==> config.mk <==
export PLATFORM = sky130hd
export DESIGN_NAME = mem_rotor_stepper_flat
export DESIGN_NICKNAME = d
export VERILOG_FILES = /design/src/rtl/mem_pkg.sv /design/src/rtl/mem_rotor_stepper_if.sv /design/src/rtl/mem_rotor_cell.sv /design/src/rtl/mem_rotor_stepper.sv /design/src/flat_wrapper.sv
export SDC_FILE = /design/constraint.sdc
export NUM_CORES = 1
export LEC_CHECK = 0
export ABC_AREA = 1
export CAP_MARGIN = 20
export CORE_AREA = 2 2 86 104
export CTS_CLUSTER_SIZE = 8
export DETAILED_ROUTE_END_ITERATION = 10
export DIE_AREA = 0 0 88 106
export GPL_TIMING_DRIVEN = 0
export PLACE_DENSITY_LB_ADDON = 0.25
export REMOVE_ABC_BUFFERS = 1
export SLEW_MARGIN = 20
export SYNTH_ARGS = -nofsm -noshare
export SYNTH_HDL_FRONTEND = slang
export SYNTH_SLANG_ARGS = --single-unit
==> constraint.sdc <==
create_clock -name clk -period 11.7 [get_ports clk]
set_clock_uncertainty 0.15 [all_clocks]
set_input_delay 2.34 -clock clk [delete_from_list [all_inputs] [get_ports clk]]
set_output_delay 2.34 -clock clk [all_outputs]
set_load 0.02 [all_outputs]
==> src/rtl/mem_pkg.sv <==
// Shared types and constants for the MEM rotor stepper (rotor geometry, FSM states, position packing).
// Latency: n/a (package only).
// Backpressure: n/a.
package mem_pkg;

   localparam int         NUM_ROTORS = 3;
   localparam int         ROTOR_SIZE = 26;
   localparam int         POS_W      = 5;
   localparam logic [4:0] POS_SIZE   = 5'(ROTOR_SIZE);
   localparam logic [4:0] POS_LAST   = 5'(ROTOR_SIZE - 1);
   localparam logic [4:0] NOTCH      = 5'd16;
   localparam logic [8:1] ASCII_A    = 8'h41;

   typedef enum logic [1:0] {IDLE, RUN, HOLD} state_t;

   // Rotor position word: {pos2[14:10], pos1[9:5], pos0[4:0]}
   typedef struct packed {
      logic [POS_W-1:0] pos2;
      logic [POS_W-1:0] pos1;
      logic [POS_W-1:0] pos0;
   } pos_t;

   // Reduce a value in 0..77 modulo 26 with two conditional subtracts.
   function automatic logic [4:0] mod26_small(input logic [6:0] s);
      logic [4:0] r;
      if (s >= 7'd52)      r = 5'(s - 7'd52);
      else if (s >= 7'd26) r = 5'(s - 7'd26);
      else                 r = 5'(s);
      return r;
   endfunction

endpackage

==> src/rtl/mem_rotor_stepper_if.sv <==
// Character stream in / {char, setting} pair out handshake bundle for the rotor stepper.
// Latency: n/a (wiring only).
// Backpressure: valid/ready on both sides; slave = stepper, master = upstream/MEM side.
interface mem_rotor_stepper_if;
   logic       s_valid;
   logic       s_ready;
   logic [8:1] s_char;
   logic       m_valid;
   logic       m_ready;
   logic [8:1] m_char;
   logic [2:1] m_setting;

   modport slave  (input  s_valid, s_char, m_ready,
                   output s_ready, m_valid, m_char, m_setting);
   modport master (output s_valid, s_char, m_ready,
                   input  s_ready, m_valid, m_char, m_setting);
endinterface

==> src/rtl/mem_rotor_cell.sv <==
// One rotor: mod-26 position counter with load (reduced mod 26), step input and at-notch flag.
// Latency: position updates on the clock after load_i/step_i; pos_nxt_o shows that value now.
// Backpressure: none; load_i has priority over step_i.
// Ports: clk, rst, load_i, load_val_i[4:0], step_i -> pos_o[4:0], pos_nxt_o[4:0], at_notch_o.
module mem_rotor_cell
   import mem_pkg::*;
(
   input  logic       clk,
   input  logic       rst,
   input  logic       load_i,
   input  logic [4:0] load_val_i,
   input  logic       step_i,
   output logic [4:0] pos_o,
   output logic [4:0] pos_nxt_o,
   output logic       at_notch_o
);

   logic [4:0] pos_q, pos_d;

   always_comb begin
      pos_d = pos_q;
      if (load_i) begin
         // 5-bit field can hold 26..31; one subtract brings it into range
         pos_d = (load_val_i >= POS_SIZE) ? load_val_i - POS_SIZE : load_val_i;
      end else if (step_i) begin
         pos_d = (pos_q == POS_LAST) ? 5'd0 : pos_q + 5'd1;
      end
   end

   always_ff @(posedge clk or posedge rst) begin
      if (rst) pos_q <= 5'd0;
      else     pos_q <= pos_d;
   end

   assign pos_o      = pos_q;
   assign pos_nxt_o  = pos_d;
   assign at_notch_o = (pos_q == NOTCH);

endmodule

==> src/rtl/mem_rotor_stepper.sv <==
// Folds letters to uppercase, steps a 3-rotor odometer per letter and pre-shifts by the rotor sum.
// Latency: 1 clk from accept to registered {m_char, m_setting}; 1 char/clk when m_ready stays high.
// Backpressure: s_ready drops while a pair is stalled, while loading, and before the first load.
// Ports: clk, rst, load_en/load_pos/load_set, bus (mem_rotor_stepper_if.slave), pos, char_count.
// Build option: define DOUBLE_STEP_EN for the Enigma double-step anomaly on the middle rotor.
module mem_rotor_stepper
   import mem_pkg::*;
(
   input  logic                       clk,
   input  logic                       rst,
   input  logic                       load_en,
   input  logic [14:0]                load_pos,
   input  logic [1:0]                 load_set,
   mem_rotor_stepper_if.slave         bus,
   output logic [14:0]                pos,
   output logic [15:0]                char_count
);

   state_t     state_q;
   logic       m_valid_q;
   logic [8:1] m_char_q;
   logic [1:0] m_setting_q;
   logic [1:0] set_q;        // setting applied to the next accepted character
   logic [15:0] cnt_q;

   pos_t       load_p;
   logic [4:0] cur0, cur1, cur2;
   logic [4:0] nxt0, nxt1, nxt2;
   logic       notch0, notch1, notch2;
   logic       carry1, carry2;

   logic       s_ready;
   logic       accept;
   logic       is_letter;
   logic       step_letter;
   logic [8:1] folded;
   logic [8:1] rel;
   logic [4:0] off;
   logic [4:0] shift;
   logic [8:1] shifted;

   assign load_p = pos_t'(load_pos);

   assign s_ready = (state_q == RUN) && !load_en && (!m_valid_q || bus.m_ready);
   assign accept  = bus.s_valid && s_ready;

   assign is_letter = ((bus.s_char >= 8'h41) && (bus.s_char <= 8'h5A)) ||
                      ((bus.s_char >= 8'h61) && (bus.s_char <= 8'h7A));
   // Clearing ASCII bit 6 (value 0x20) maps 'a'..'z' onto 'A'..'Z'
   assign folded      = {bus.s_char[8:7], 1'b0, bus.s_char[5:1]};
   assign step_letter = accept && is_letter;

`ifdef DOUBLE_STEP_EN
   // Middle rotor sitting on its notch drags itself and the left rotor along
   assign carry1 = notch0 | notch1;
   assign carry2 = notch1;
`else
   assign carry1 = notch0;
   assign carry2 = notch0 & notch1;
`endif

   mem_rotor_cell u_rot0 (
      .clk(clk), .rst(rst), .load_i(load_en), .load_val_i(load_p.pos0),
      .step_i(step_letter), .pos_o(cur0), .pos_nxt_o(nxt0), .at_notch_o(notch0)
   );
   mem_rotor_cell u_rot1 (
      .clk(clk), .rst(rst), .load_i(load_en), .load_val_i(load_p.pos1),
      .step_i(step_letter && carry1), .pos_o(cur1), .pos_nxt_o(nxt1), .at_notch_o(notch1)
   );
   mem_rotor_cell u_rot2 (
      .clk(clk), .rst(rst), .load_i(load_en), .load_val_i(load_p.pos2),
      .step_i(step_letter && carry2), .pos_o(cur2), .pos_nxt_o(nxt2), .at_notch_o(notch2)
   );

   // Offset uses the post-step positions (sum <= 75)
   assign off     = mod26_small({2'b00, nxt0} + {2'b00, nxt1} + {2'b00, nxt2});
   assign rel     = folded - ASCII_A;
   assign shift   = mod26_small({2'b00, rel[5:1]} + {2'b00, off});
   assign shifted = ASCII_A + {3'b000, shift};

   always_ff @(posedge clk or posedge rst) begin
      if (rst) begin
         state_q     <= IDLE;
         m_valid_q   <= 1'b0;
         m_char_q    <= 8'h00;
         m_setting_q <= 2'b00;
         set_q       <= 2'b00;
         cnt_q       <= 16'd0;
      end else begin
         case (state_q)
            IDLE:    if (load_en) state_q <= RUN;
            RUN:     if (m_valid_q && !bus.m_ready) state_q <= HOLD;
            HOLD:    if (bus.m_ready) state_q <= RUN;
            default: state_q <= IDLE;
         endcase

         if (accept) begin
            m_valid_q   <= 1'b1;
            m_char_q    <= is_letter ? shifted : bus.s_char;
            m_setting_q <= set_q;
         end else if (bus.m_ready) begin
            m_valid_q   <= 1'b0;
         end

         if (load_en) begin
            set_q <= load_set;
            cnt_q <= 16'd0;
            // A stalled pair keeps its setting; the new one rides on the next char
            if (!m_valid_q || bus.m_ready) m_setting_q <= load_set;
         end else if (step_letter && (cnt_q != 16'hFFFF)) begin
            cnt_q <= cnt_q + 16'd1;
         end
      end
   end

   assign bus.s_ready   = s_ready;
   assign bus.m_valid   = m_valid_q;
   assign bus.m_char    = m_char_q;
   assign bus.m_setting = m_setting_q;
   assign pos           = {cur2, cur1, cur0};
   assign char_count    = cnt_q;

   logic unused_ok;
   assign unused_ok = notch2;

endmodule

==> src/flat_wrapper.sv <==
// flat-port wrapper written by rule: the top's interface ports become plain ports
module mem_rotor_stepper_flat import mem_pkg::*;
  (clk, rst, load_en, load_pos, load_set, pos, char_count, bus_s_valid, bus_s_char, bus_m_ready, bus_s_ready, bus_m_valid, bus_m_char, bus_m_setting);
  mem_rotor_stepper_if bus_i ();
  input  logic clk;
  input  logic rst;
  input  logic load_en;
  input  logic [14:0] load_pos;
  input  logic [1:0] load_set;
  output logic [14:0] pos;
  output logic [15:0] char_count;
  input wire logic [$bits(bus_i.s_valid)-1:0] bus_s_valid;
  input wire logic [$bits(bus_i.s_char)-1:0] bus_s_char;
  input wire logic [$bits(bus_i.m_ready)-1:0] bus_m_ready;
  output wire logic [$bits(bus_i.s_ready)-1:0] bus_s_ready;
  output wire logic [$bits(bus_i.m_valid)-1:0] bus_m_valid;
  output wire logic [$bits(bus_i.m_char)-1:0] bus_m_char;
  output wire logic [$bits(bus_i.m_setting)-1:0] bus_m_setting;
  assign bus_i.s_valid = bus_s_valid;
  assign bus_i.s_char = bus_s_char;
  assign bus_i.m_ready = bus_m_ready;
  assign bus_s_ready = bus_i.s_ready;
  assign bus_m_valid = bus_i.m_valid;
  assign bus_m_char = bus_i.m_char;
  assign bus_m_setting = bus_i.m_setting;
  mem_rotor_stepper u_core (.clk(clk), .rst(rst), .load_en(load_en), .load_pos(load_pos), .load_set(load_set), .bus(bus_i), .pos(pos), .char_count(char_count));
endmodule
==> results.cfg, run 1 <==
[run_status]
status = finished, final reports clean

[floorplanning]
io_pins = 73
fp.coreArea_um2 = 8380
rows = 37
die_area_um2 = 9330
start_util_pct = 48.6
die_height_um = 106
dieWidth_um = 88

[timing]
fmax_mhz = 102
hold_viol_final = 0
tns_ps = 0
fin_crit_sh_pct = 83.5
post-route-min-period_ps = 9770
rsz0062_at_grt = false
worst_pin_slew_ps = 781
maxSlewViolCount = 0
setup_viol = 0
slew_headroom_pct = 47.6

[clock_network]
cts_buffers = 5
cts_hold_buf = 0
cts.sinks = 46
htreeDepth = 2
post_cts_buffers = 0
cts_resized = 0
clk_latency_ps = 300
clk_transition_reported_paths_ps = 90
cts_root_buf = clkbuf_8
cts_tree = yes
clock_path_buffers = 2

[power]
switchingPower_mw = 0.775
clock_power_share_pct = 8.5
p_int_mw = 0.666
p_seq_share_pct = 14.0
power_frac_comb_pct = 77.5
leakage_nw = 2.49
p_sw_share_pct = 53.8
vdd_drop_max_mv = 0.475
power_density_nw_per_um2 = 287

[grt]
grt_overflow = 0
grt_max_degree = 29
grt_use_total_pct = 21.4
grt_pass1_vias = 3738
grt_pass1_wl_mm = 16.3
antenna_found_initial = 0

[logic_synthesis]
avgSynthCellArea_um2 = 7.25
synth_cell_types = 47
syn_area_um2 = 4070
ys_ff_latch = 46
yosys_warnings = 0
syn_inst = 562
seq_area_frac_synth_pct = 28.3

[setup_path]
worst-setup-path-type = input port to flop
crit_top_cell = nand2_1
slowest_delay_ps = 620
cp-end-kind = flop
worst_ep_arrival_time_ps = 9810
start_kind = input port
crit_slowest_cell = fa_1
r2r_slack_ps = 4300
crit_required_ps = 11750
cp_max_fo = 12

[finish]
area_delta_synth_final_pct = 23.4
layout_common_cells = nand2_1, inv_1, clkdlybuf4s50_1
regArea_um2 = 1150
final_common_cell = nand2_1
fillCellCount = 792
utilization_pct = 60.0
post_route_cells_drive_above_1_share_pct = 9.13
n_antenna_cell = 0
multi_input_area_um2 = 2480
final_nets = 706

[routing]
wire_per_inst_um = 12.8
drtIter0Drc = 201
vias_per_cell = 5.19
wirelength_mm = 9.65
vias = 3902
drc_errors = 0
first_pass_iters = 4
ant_nets = 0

[placement]
gp_congestion = 0.932
numPortBuffers = 72
dp_hpwl_mm = 7.50

[job]
max_cap_violations = 0

[hold_path]
hold_class = flop to flop
==> Yosys cell counts (all sizes together) <==
cell | number | share of area (%)
xor2 | 8 | 1.7
or3 | 1 | 0.15
or2 | 2 | 0.37
clkbuf | 5 | 0.46
clkinv | 1 | 0.092
a21o | 4 | 0.74
o21ai | 36 | 4.6
o2111ai | 1 | 0.22
nor3b | 5 | 1.0
dfrtp | 46 | 28
nand4 | 8 | 1.2
nand3 | 44 | 5.4
ha | 35 | 11
inv | 105 | 9.7
buf | 3 | 0.58
a21oi | 34 | 4.5
o211ai | 6 | 1.1
a31oi | 6 | 1.4
nor4 | 1 | 0.15
and3 | 1 | 0.15
o21bai | 2 | 0.37
o21a | 1 | 0.18
nor2 | 46 | 5.2
nand2 | 120 | 12
o31ai | 7 | 1.5
fa | 7 | 3.4
nor3 | 15 | 2.1
xnor2 | 7 | 1.5
a211oi | 4 | 0.74
nand3b | 1 | 0.18
==> registers in the layout, summed over array words and instances (netlist names) <==
register and flops:
u_core.state_q 2, u_core.u_rot0.pos_o 5, u_core.bus.m_setting 2, u_core.u_rot2.pos_o 5, u_core.set_q 2, u_core.bus.m_valid 1
u_core.u_rot1.pos_o 5, u_core.bus.m_char 8, u_core.char_count 16
==> area by class of cell <==
| cell class | count | share of cell area, % |
|---|---|---|
| clock buffers | 5 | 1.37 |
| clock inverters | 3 | 0.871 |
| inverters | 106 | 7.92 |
| multi-input cells | 402 | 49.4 |
| flip-flops and latches | 46 | 22.9 |
| well taps | 117 | 2.91 |
| repair buffers | 73 | 14.6 |
==> power groups by stage <==
stage	Clock [mW]	Combinational (mW)	Sequential (mW)
floorplan	0	0.848	0.230
finish	0.122	1.12	0.202
detailed placement	0	1.11	0.205
CTS	0.126	1.12	0.202
global route	0.129	1.27	0.205
global placement	0	1.07	0.204
==> path summary, 6_finish.rpt <==
path / depth (start not counted) / to / startpoint
hold reg to reg: 2 / u_core.set_q[0]$_DFFE_PP0P_ / u_core.set_q[0]$_DFFE_PP0P_
max in group asynchronous: 3 / u_core.u_rot0.pos_o[3]$_DFF_PP0_ / rst
min in group asynchronous: 2 / u_core.char_count[8]$_DFFE_PP0P_ / rst
setup reg to reg: 40 / u_core.bus.m_char[5]$_DFFE_PP0N_ / u_core.bus.m_valid$_DFFE_PP0P_
hold / removal: 2 / u_core.set_q[0]$_DFFE_PP0P_ / u_core.set_q[0]$_DFFE_PP0P_
setup / recovery: 45 / u_core.bus.m_char[5]$_DFFE_PP0N_ / bus_s_char[0]
==> per-stage QoR <==
step	instances	hold slack [ps]	area (um2)	worst slack (ps)	total power, mW
3_3_place_gp	743	307	4900	1280	1.28
4_1_cts	752	332	5030	1430	1.45
5_1_grt	752	352	5030	1270	1.60
6_report	752	331	5030	1930	1.44
2_1_floorplan	554	292	4030	3180	1.08
3_5_place_dp	744	309	4920	1120	1.32
==> per-layer routing <==
| layer | GRT usage, % | up-vias | part of all wire [%] |
|---|---|---|---|
| met4 | 6.15 | 0 | 1.6 |
| met1 | 27.7 | 1824 | 44 |
| met2 | 37.2 | 86 | 51 |
| met3 | 2.33 | 14 | 3.8 |
| met5 | 0 | - | 0 |
| li1 | - | 1978 | - |
==> worst max-delay path, delay by kind of cell <==
kind	cells	cell delay, ps
AOI/OAI and AO/OA	6	1020
xor gates and xnor gates	2	540
adders and majority gates	8	2470
buffers and inverters	9	1370
and+or+nand+nor	20	2050
==> cell families after synthesis <==
logic type	Yosys count	share of synthesized area [%]
AO/OA/AOI/OAI	101	15.4
adder cells (fa/ha/maj)	42	14.2
flip-flops	46	28.3
XOR/XNOR	15	3.22
buffers and inverters	114	10.8
AND/OR/NAND/NOR	244	28.1
(Power assumes the default switching activity.)
==> run 2: changes to the inputs <==
Settings changed: CORE_AREA 2 2 86 104 to 2 2 87 105, DIE_AREA 0 0 88 106 to 0 0 89 107.
Clock period 11.7 ns to 8.33 ns, I/O delays scaled along.
==> run 2 against run 1 <==
  * Utilization is 2.2 points higher
  * Register-to-register slack worse by 2500 ps
  * Via count is 0.62% higher
  * Global-route usage is 0.66 points higher
  * Non-clock buffer count is 19 higher
  * Combinational power is 61% higher
  * Die area is 2.1% higher
  * Highest routed layer unchanged
==> results.cfg, run 2 (synthesized netlist as in run 1, its figures left out) <==
[clock_network]
cts_tree = yes
clk_latency_ps = 300
cts_hold_buf = 0
clock_path_buffers = 2
cts_root_buf = clkbuf_8
cts_buffers = 5
clk_transition_reported_paths_ps = 80
htreeDepth = 2
cts.sinks = 46

[setup_path]
worst_ep_arrival_time_ps = 8020
cp-end-kind = flop
r2r_start = u_core.state_q[1]$_DFFE_PP0P_
crit_required_ps = 8380
cp_max_fo = 8
worst-setup-path-type = input port to flop
reg2regPathDepth = 40
r2r_slack_ps = 1790
worstReg2RegEnd = u_core.bus.m_char[5]$_DFFE_PP0N_
start_kind = input port
crit_slowest_cell = fa_2
crit_top_cell = nand2_1
slowest_delay_ps = 590

[grt]
grt_max_degree = 29
grt_use_total_pct = 22.1
grt_overflow = 0
grt_pass1_wl_mm = 17.0
antenna_found_initial = 0
grt_pass1_vias = 3849

[timing]
setup_viol = 0
holdWs_ps = 340
fmax_mhz = 125
hold_viol_final = 0
slew_headroom_pct = 53.3
post-route-min-period_ps = 7970
maxSlewViolCount = 0
fin_ws_ps = 360
fin_crit_sh_pct = 95.7
worst_pin_slew_ps = 701

[finish]
final_nets = 726
utilization_pct = 62.2
final_common_cell = nand2_1
largest_reg_flops = 16
n_antenna_cell = 0
area_delta_synth_final_pct = 30.0
post_route_cells_drive_above_1_share_pct = 15.4
layout_common_cells = nand2_1, inv_1, clkdlybuf4s50_1
fillCellCount = 774

[routing]
vias = 3926
drtIter0Drc = 214
drc_errors = 0
wire_per_inst_um = 13.1
first_pass_iters = 4
wirelength_mm = 10.1
vias_per_cell = 5.09
ant_nets = 0

[power]
leakage_nw = 2.62
power_density_nw_per_um2 = 425
power.total_mw = 2.25
vdd_drop_max_mv = 0.672

[placement]
numPortBuffers = 72
gp_congestion = 0.840
dp_hpwl_mm = 7.62
dp_slack_ps = -1600

[floorplanning]
io_pins = 73
dieWidth_um = 89
start_util_pct = 47.8
fp.coreArea_um2 = 8520
die_height_um = 107
die_area_um2 = 9520
rows = 37

[hold_path]
holdCritStartpoint = u_core.bus.m_char[8]$_DFFE_PP0N_
min_path_cells = 2
min_to = u_core.bus.m_char[8]$_DFFE_PP0N_
hold_class = flop to flop

[run_status]
status = finished, final reports clean

[job]
max_cap_violations = 0
[run 2: cell types whose count changed in the layout (fill, tap and decap cells not counted), sizes merged]
cell and delta:
buf +18, clkbuf +4, clkdlybuf4s15 +1, clkdlybuf4s50 -4, clkinv -2, dlymetal6s2s +2, nand2 +1
[run 2: power by group]
group	switching [mW]	leakage (nW)	internal [mW]
combinational	1.08	1.98	0.722
sequential	0.0263	0.583	0.258
clock	0.0751	0.0524	0.0899
total	1.18	2.62	1.07
[run 2: critical path, delay by kind of cell]
family / cells / cell delay [ps]
AOI/OAI and AO/OA: 4 / 810
xor gates and xnor gates: 2 / 390
adders and majority gates: 7 / 2170
buffers and inverters: 8 / 970
and+or+nand+nor: 21 / 1980
[run 2: per-stage QoR]
step | cells | area (um2) | TNS (ps)
floorplan | 554 | 4030 | 0
global placement | 743 | 4900 | -6610
detailed placement | 744 | 4920 | -7230
CTS | 760 | 5150 | 0
global route | 772 | 5300 | -67.6
finish | 772 | 5300 | 0
[run 2: cell type report]
type	count	area, um2	share of cell area, %
multi-input combinational	403	2610	49.3
clock buffer	7	76.3	1.44
timing repair buffer	92	883	16.7
inverter	106	400	7.56
clock inverter	1	30.0	0.567
sequential	46	1150	21.7
tap	117	146	2.76
[run 2: per-layer routing]
metal | global-route usage [%] | vias up | routed length (um)
met2 | 39.3 | 83 | 5250
met5 | 0 | - | 0
met1 | 27.1 | 1818 | 4330
li1 | - | 2014 | -
met4 | 6.82 | 0 | 140
met3 | 3.08 | 11 | 410
[run 2: worst max path at each step]
stage | start | slack, ps | endpoint
final | bus_m_ready | 360 | u_core.bus.m_char[5]$_DFFE_PP0N_
after global routing | bus_m_ready | -50 | u_core.bus.m_char[5]$_DFFE_PP0N_
after CTS | bus_s_char[1] | 50 | u_core.bus.m_char[5]$_DFFE_PP0N_
after detailed placement | load_en | -1600 | u_core.bus.m_char[5]$_DFFE_PP0N_
after global placement | load_en | -1460 | u_core.bus.m_char[5]$_DFFE_PP0N_
after floorplan | bus_m_ready | 490 | u_core.bus.m_char[5]$_DFFE_PP0N_
[run 2: repair_timing]
| action | in CTS | in global routing |
|---|---|---|
| buffers inserted | 8 | 11 |
| resized for setup | 19 | 24 |
| endpoints found under the setup margin | 5 | 5 |
| gates cloned | 0 | 1 |
| pin swaps | 6 | 14 |
==> run 3: changes to the inputs <==
Settings changed: CORE_AREA 2 2 87 105 to 2 2 96 116, CTS_BUF_LIST set to sky130_fd_sc_hd__clkbuf_8, DIE_AREA 0 0 89 107 to 0 0 98 118.
==> run 3 against run 2 <==
  * Global-route usage decreased by 4.3 points
  * Flip-flop and latch count is the same
  * Combinational power shrank 2%
  * Routed wire length is 2.6% higher
  * Power fell by 3.0%
  * Register-to-register slack gained 130 ps
  * Cell count grew 1.6%
  * Critical endpoint unchanged
==> results.cfg, run 3 (synthesized netlist as in run 1, its figures left out) <==
[clock_network]
clk_transition_reported_paths_ps = 90
htreeDepth = 2
cts_buffers = 5
cts_hold_buf = 0
cts_root_buf = clkbuf_8
clk_latency_ps = 300
cts_tree = yes
cts.sinks = 46
clock_path_buffers = 2

[grt]
grt_max_degree = 29
grt_pass1_vias = 3803
grt_use_total_pct = 17.8
grt_overflow = 0
grt_pass1_wl_mm = 17.3
antenna_found_initial = 0

[floorplanning]
dieWidth_um = 98
die_height_um = 118
fp.coreArea_um2 = 10400
rows = 41
die_area_um2 = 11600
start_util_pct = 39.1
io_pins = 73

[routing]
drc_errors = 0
ant_nets = 0
first_pass_iters = 5
vias_per_cell = 5.13
vias = 4023
wirelength_mm = 10.4
drtIter0Drc = 154
wire_per_inst_um = 13.3

[power]
power_density_nw_per_um2 = 411
vdd_drop_max_mv = 0.740
leakage_nw = 2.61
power.total_mw = 2.18

[setup_path]
worst_ep_arrival_time_ps = 7830
r2r_start = u_core.u_rot0.pos_o[0]$_DFF_PP0_
slowest_delay_ps = 610
reg2regPathDepth = 40
worstReg2RegEnd = u_core.bus.m_char[5]$_DFFE_PP0N_
cp-end-kind = flop
start_kind = input port
r2r_slack_ps = 1920
crit_required_ps = 8380
worst-setup-path-type = input port to flop
cp-startpoint = bus_m_ready
cp_max_fo = 8
crit_path_end = u_core.bus.m_char[5]$_DFFE_PP0N_
crit_slowest_cell = fa_2
crit_top_cell = nand2_1

[finish]
layout_common_cells = nand2_1, inv_1, clkdlybuf4s50_1
area_delta_synth_final_pct = 30.4
multi_input_area_um2 = 2630
final_nets = 727
post_route_cells_drive_above_1_share_pct = 16.6
largest_reg_flops = 16
regArea_um2 = 1150
final_common_cell = nand2_1
final_design_area_no_fill_um2 = 5310
final_cells = 784
n_antenna_cell = 0
fillCellCount = 1010

[timing]
hold_viol_final = 0
fmax_mhz = 129
fin_crit_sh_pct = 93.4
maxSlewViolCount = 0
slew_headroom_pct = 55.7
fin_ws_ps = 553
setup_viol = 0
post-route-min-period_ps = 7780
worst_pin_slew_ps = 664

[placement]
dp_hpwl_mm = 7.87
numPortBuffers = 72
placed_cells = 756
dp_slack_ps = -1010
gp_congestion = 0.802
placed_cell_area_um2 = 4940

[hold_path]
hold_class = flop to flop
min_path_cells = 2
holdCritStartpoint = u_core.set_q[0]$_DFFE_PP0P_

[job]
max_cap_violations = 0

[run_status]
status = finished, final reports clean
run 3: cell count changes in the layout (fill, tap and decap cells not counted), sizes merged:
cell           previous run  this run
clkinvlp                  0         3
clkdlybuf4s15             1         0
clkbuf                    9         7
bufinv                    1         0
clkdlybuf4s50            67        66
buf                      20        21
dlymetal6s2s              2         3
run 3: layout make-up:
type,count,share of cell area [%]
clock buffers,5,1.30
clock inverters,2,0.212
inverters,106,7.56
multi-input cells,403,49.4
flip-flops and latches,46,21.7
well taps,129,3.04
repair buffers,92,16.7
repair inverters,1,0.0942
run 3: stage by stage:
| step | TNS, ps | hold WS, ps | utilization (%) |
|---|---|---|---|
| 2_1_floorplan | 0 | 292 | - |
| 3_3_place_gp | -7250 | 307 | 47.2 |
| 3_5_place_dp | -4310 | 319 | 47.4 |
| 4_1_cts | 0 | 343 | 49.0 |
| 5_1_grt | -34.2 | 370 | 51.0 |
| 6_report | 0 | 336 | 51.0 |
run 3: power by group:
| part | internal, mW | switching (mW) |
|---|---|---|
| sequential | 0.258 | 0.0273 |
| clock | 0.0565 | 0.0779 |
| combinational | 0.694 | 1.07 |
run 3: repair_timing:
action / in CTS / in global routing
buffers inserted: 5 / 14
setup endpoints to repair: 5 / 5
pin swaps: 4 / 17
hold endpoints to repair: 0 / 0
cloned: 0 / 2
resized for setup: 12 / 34
run 3: how the worst min path moves through the flow:
stage	end	slack, ps
after floorplan	u_core.set_q[0]$_DFFE_PP0P_	290
after global placement	u_core.set_q[0]$_DFFE_PP0P_	310
after detailed placement	u_core.bus.m_char[8]$_DFFE_PP0N_	320
after CTS	u_core.bus.m_char[8]$_DFFE_PP0N_	340
after global routing	u_core.bus.m_char[8]$_DFFE_PP0N_	370
final	u_core.set_q[0]$_DFFE_PP0P_	340
run 3: per-layer routing:
layer / wire (um) / global-route usage [%]
met2: 5270 / 31.8
met1: 4520 / 22.6
met5: 0 / 0
met4: 142 / 4.86
met3: 468 / 1.96
run 3: worst max-delay path, delay by kind of cell:
| family | cells | cell delay, ps |
|---|---|---|
| AOI/OAI and AO/OA | 5 | 850 |
| and+or+nand+nor | 23 | 2240 |
| adders and majority gates | 7 | 2100 |
| buffers and inverters | 8 | 960 |
==> RTL edit (settings of run 2) <==
Add a define of `DOUBLE_STEP_EN`.
--- a/src/rtl/mem_rotor_stepper.sv
+++ b/src/rtl/mem_rotor_stepper.sv
@@ -5,2 +5,4 @@
 // Build option: define DOUBLE_STEP_EN for the Enigma double-step anomaly on the middle rotor.
+`define DOUBLE_STEP_EN
+
 module mem_rotor_stepper
Behaviour: not the same (Yosys sat finds a counterexample within 4 cycles, from zero or initial values and one cycle with rst high).
==> RTL edit against run 2 <==
Register-to-register slack improved by 30 ps. Hold slack worse by 2.7 ps. Global-route usage shrank 0.089 points. Total power about the same. Synthesized area shrank 0.46%. Routed wire length increased by 1.4%. Die area stayed put. Final area is 0.90% lower. Setup slack better by 40 ps. Synthesized cell count grew 0.89%. Sequential cell count unchanged.
==> RTL edit: results (changes against run 2) <==
* Placement-stage worst setup slack: -1350 ps (+245 ps)
- Vias in the first global route: 3849 (unchanged)
* Avg Vias per Cell: 5.16 (+1.5%)
- Number of antenna violations at the first check in global routing: 0 (unchanged)
- Total global-route track usage: 22.0% (-0.089 points)
- Skew-Pair Late Insertion Delay: 300 ps (about the same)
- Number of fillers in the final layout: 772 (-0.26%)
- R2r setup slk: 1820 ps (+30 ps)
* Number of iterations in the first detailed-routing pass: 4 (unchanged)
* Synth warn: 0 (unchanged)
- Worst Path Arrival: 7980 ps (-40 ps)
- Routed wirelength normalized by instance count: 13.3 um (+1.2%)
- Final period demand of the worst path: 7930 ps (-39.8 ps)
- Proportion of synthesized chip area in sequential cells: 28.4% (+0.13 points)
* Slew Limit Headroom: 56.3% (+3.0 points)
* Cell Count Post-Placement: 748 (+0.54%)
- Number of instances in the synthesized netlist: 567 (+0.89%)
* HPWL after detailed placement: 7830 um (+2.7%)
- Cell leakage power: 2.56 nW (-2.2%)
- CTS H-tree depth: 2 (unchanged)
* Top cell types by occurrence after synthesis: nand2_1, inv_1, nand3_1, dfrtp_1, nor2_1
* Maximum number of pins on one net before global-route repair: 27 (-6.9%)
- The worst vdd rail ir drop came to 0.000701 V (+4.3%).
- The total detailed-routing wirelength was 10300 um (+1.4%).
* Fraction of layout instances using a drive strength above 1: 15.1% (-0.33 points)
* RePlAce Congestion: 0.906 (+7.8%)
- DR iter-0 viols: 169 (-21%)
- Outcome: complete, no violations
* Max_cap viols: 0 (unchanged)
* Cell variety after synth: 45 (-4.3%)
- The worst-case hold slack is 337 ps (-2.74 ps).
- Dominant cells by area after synthesis: dfrtp_1, ha_1, nand2_1
- The maximum net fanout on the critical path is 8 (unchanged).
- CP peak stage delay: 580 ps
- Critical path's top delay family: adder cells
- Async S/R FF share, synth: 100% (unchanged)
- The first-pass GRT wire length was 16800 um (-1.2%).
- The net count of the finished layout is 727 (+0.14%).
[RTL edit: report_power, final]
part	internal (mW)	total, mW	switching [mW]
Combinational	0.714	1.81	1.10
Sequential	0.258	0.285	0.0263
Clock	0.0762	0.155	0.0790
Total	1.05	2.25	1.20
[RTL edit: worst min-delay path: stages, from the launching register on]
cell     delay, ps
dfrtp_1        350
nand2_1         60
nand2_1         50
[RTL edit: area by class of cell]
| type | instances | share of cell area (%) |
|---|---|---|
| clock buffers | 7 | 1.84 |
| clock inverters | 1 | 0.167 |
| inverters | 105 | 7.63 |
| multi-input cells | 407 | 49.1 |
| flip-flops and latches | 46 | 21.9 |
| well taps | 117 | 2.79 |
| repair buffers | 89 | 16.4 |
| repair inverters | 1 | 0.0953 |
[RTL edit: what timing repair did]
item / in CTS / in global routing
endpoints found under the setup margin: 5 / 5
gates cloned: 1 / 0
resized for setup: 13 / 23
pin swaps: 3 / 11
setup buffers: 5 / 11
[RTL edit: metal layers]
metal  global-route usage [%]  vias up  part of all wire (%)
li1                         -     2007                     -
met1                     26.5     1882                    42
met2                     40.1       86                    53
met3                     2.39       17                   2.5
met4                     6.72        0                   1.8
met5                        0        -                     0
[RTL edit: per-stage QoR]
step | setup TNS, ps | total power [mW] | cell area (um2)
detailed placement | -6060 | 1.86 | 4890
global placement | -5600 | 1.80 | 4870
floorplan | 0 | 1.52 | 4000
finish | 0 | 2.25 | 5250
CTS | 0 | 2.10 | 5090
global route | -29.9 | 2.50 | 5250
[RTL edit: worst paths after layout]
kind,cells past startpoint,startpoint,end
max,42,bus_m_ready,u_core.bus.m_char[5]
min,2,u_core.set_q[0],u_core.set_q[0]
max reg2reg,40,u_core.state_q[1],u_core.bus.m_char[5]
min reg2reg,2,u_core.set_q[0],u_core.set_q[0]
max in group asynchronous,3,rst,u_core.u_rot2.pos_o[0]
min in group asynchronous,2,rst,u_core.char_count[2]
[RTL edit: cell families after synthesis]
kind of cell | count (synthesis) | share of synthesized area [%]
and+or+nand+nor | 250 | 28.4
buffers and inverters | 114 | 11.0
AOI/OAI and AO/OA | 100 | 14.7
DFF | 46 | 28.4
adders and majority gates | 42 | 14.3
xor gates and xnor gates | 15 | 3.24
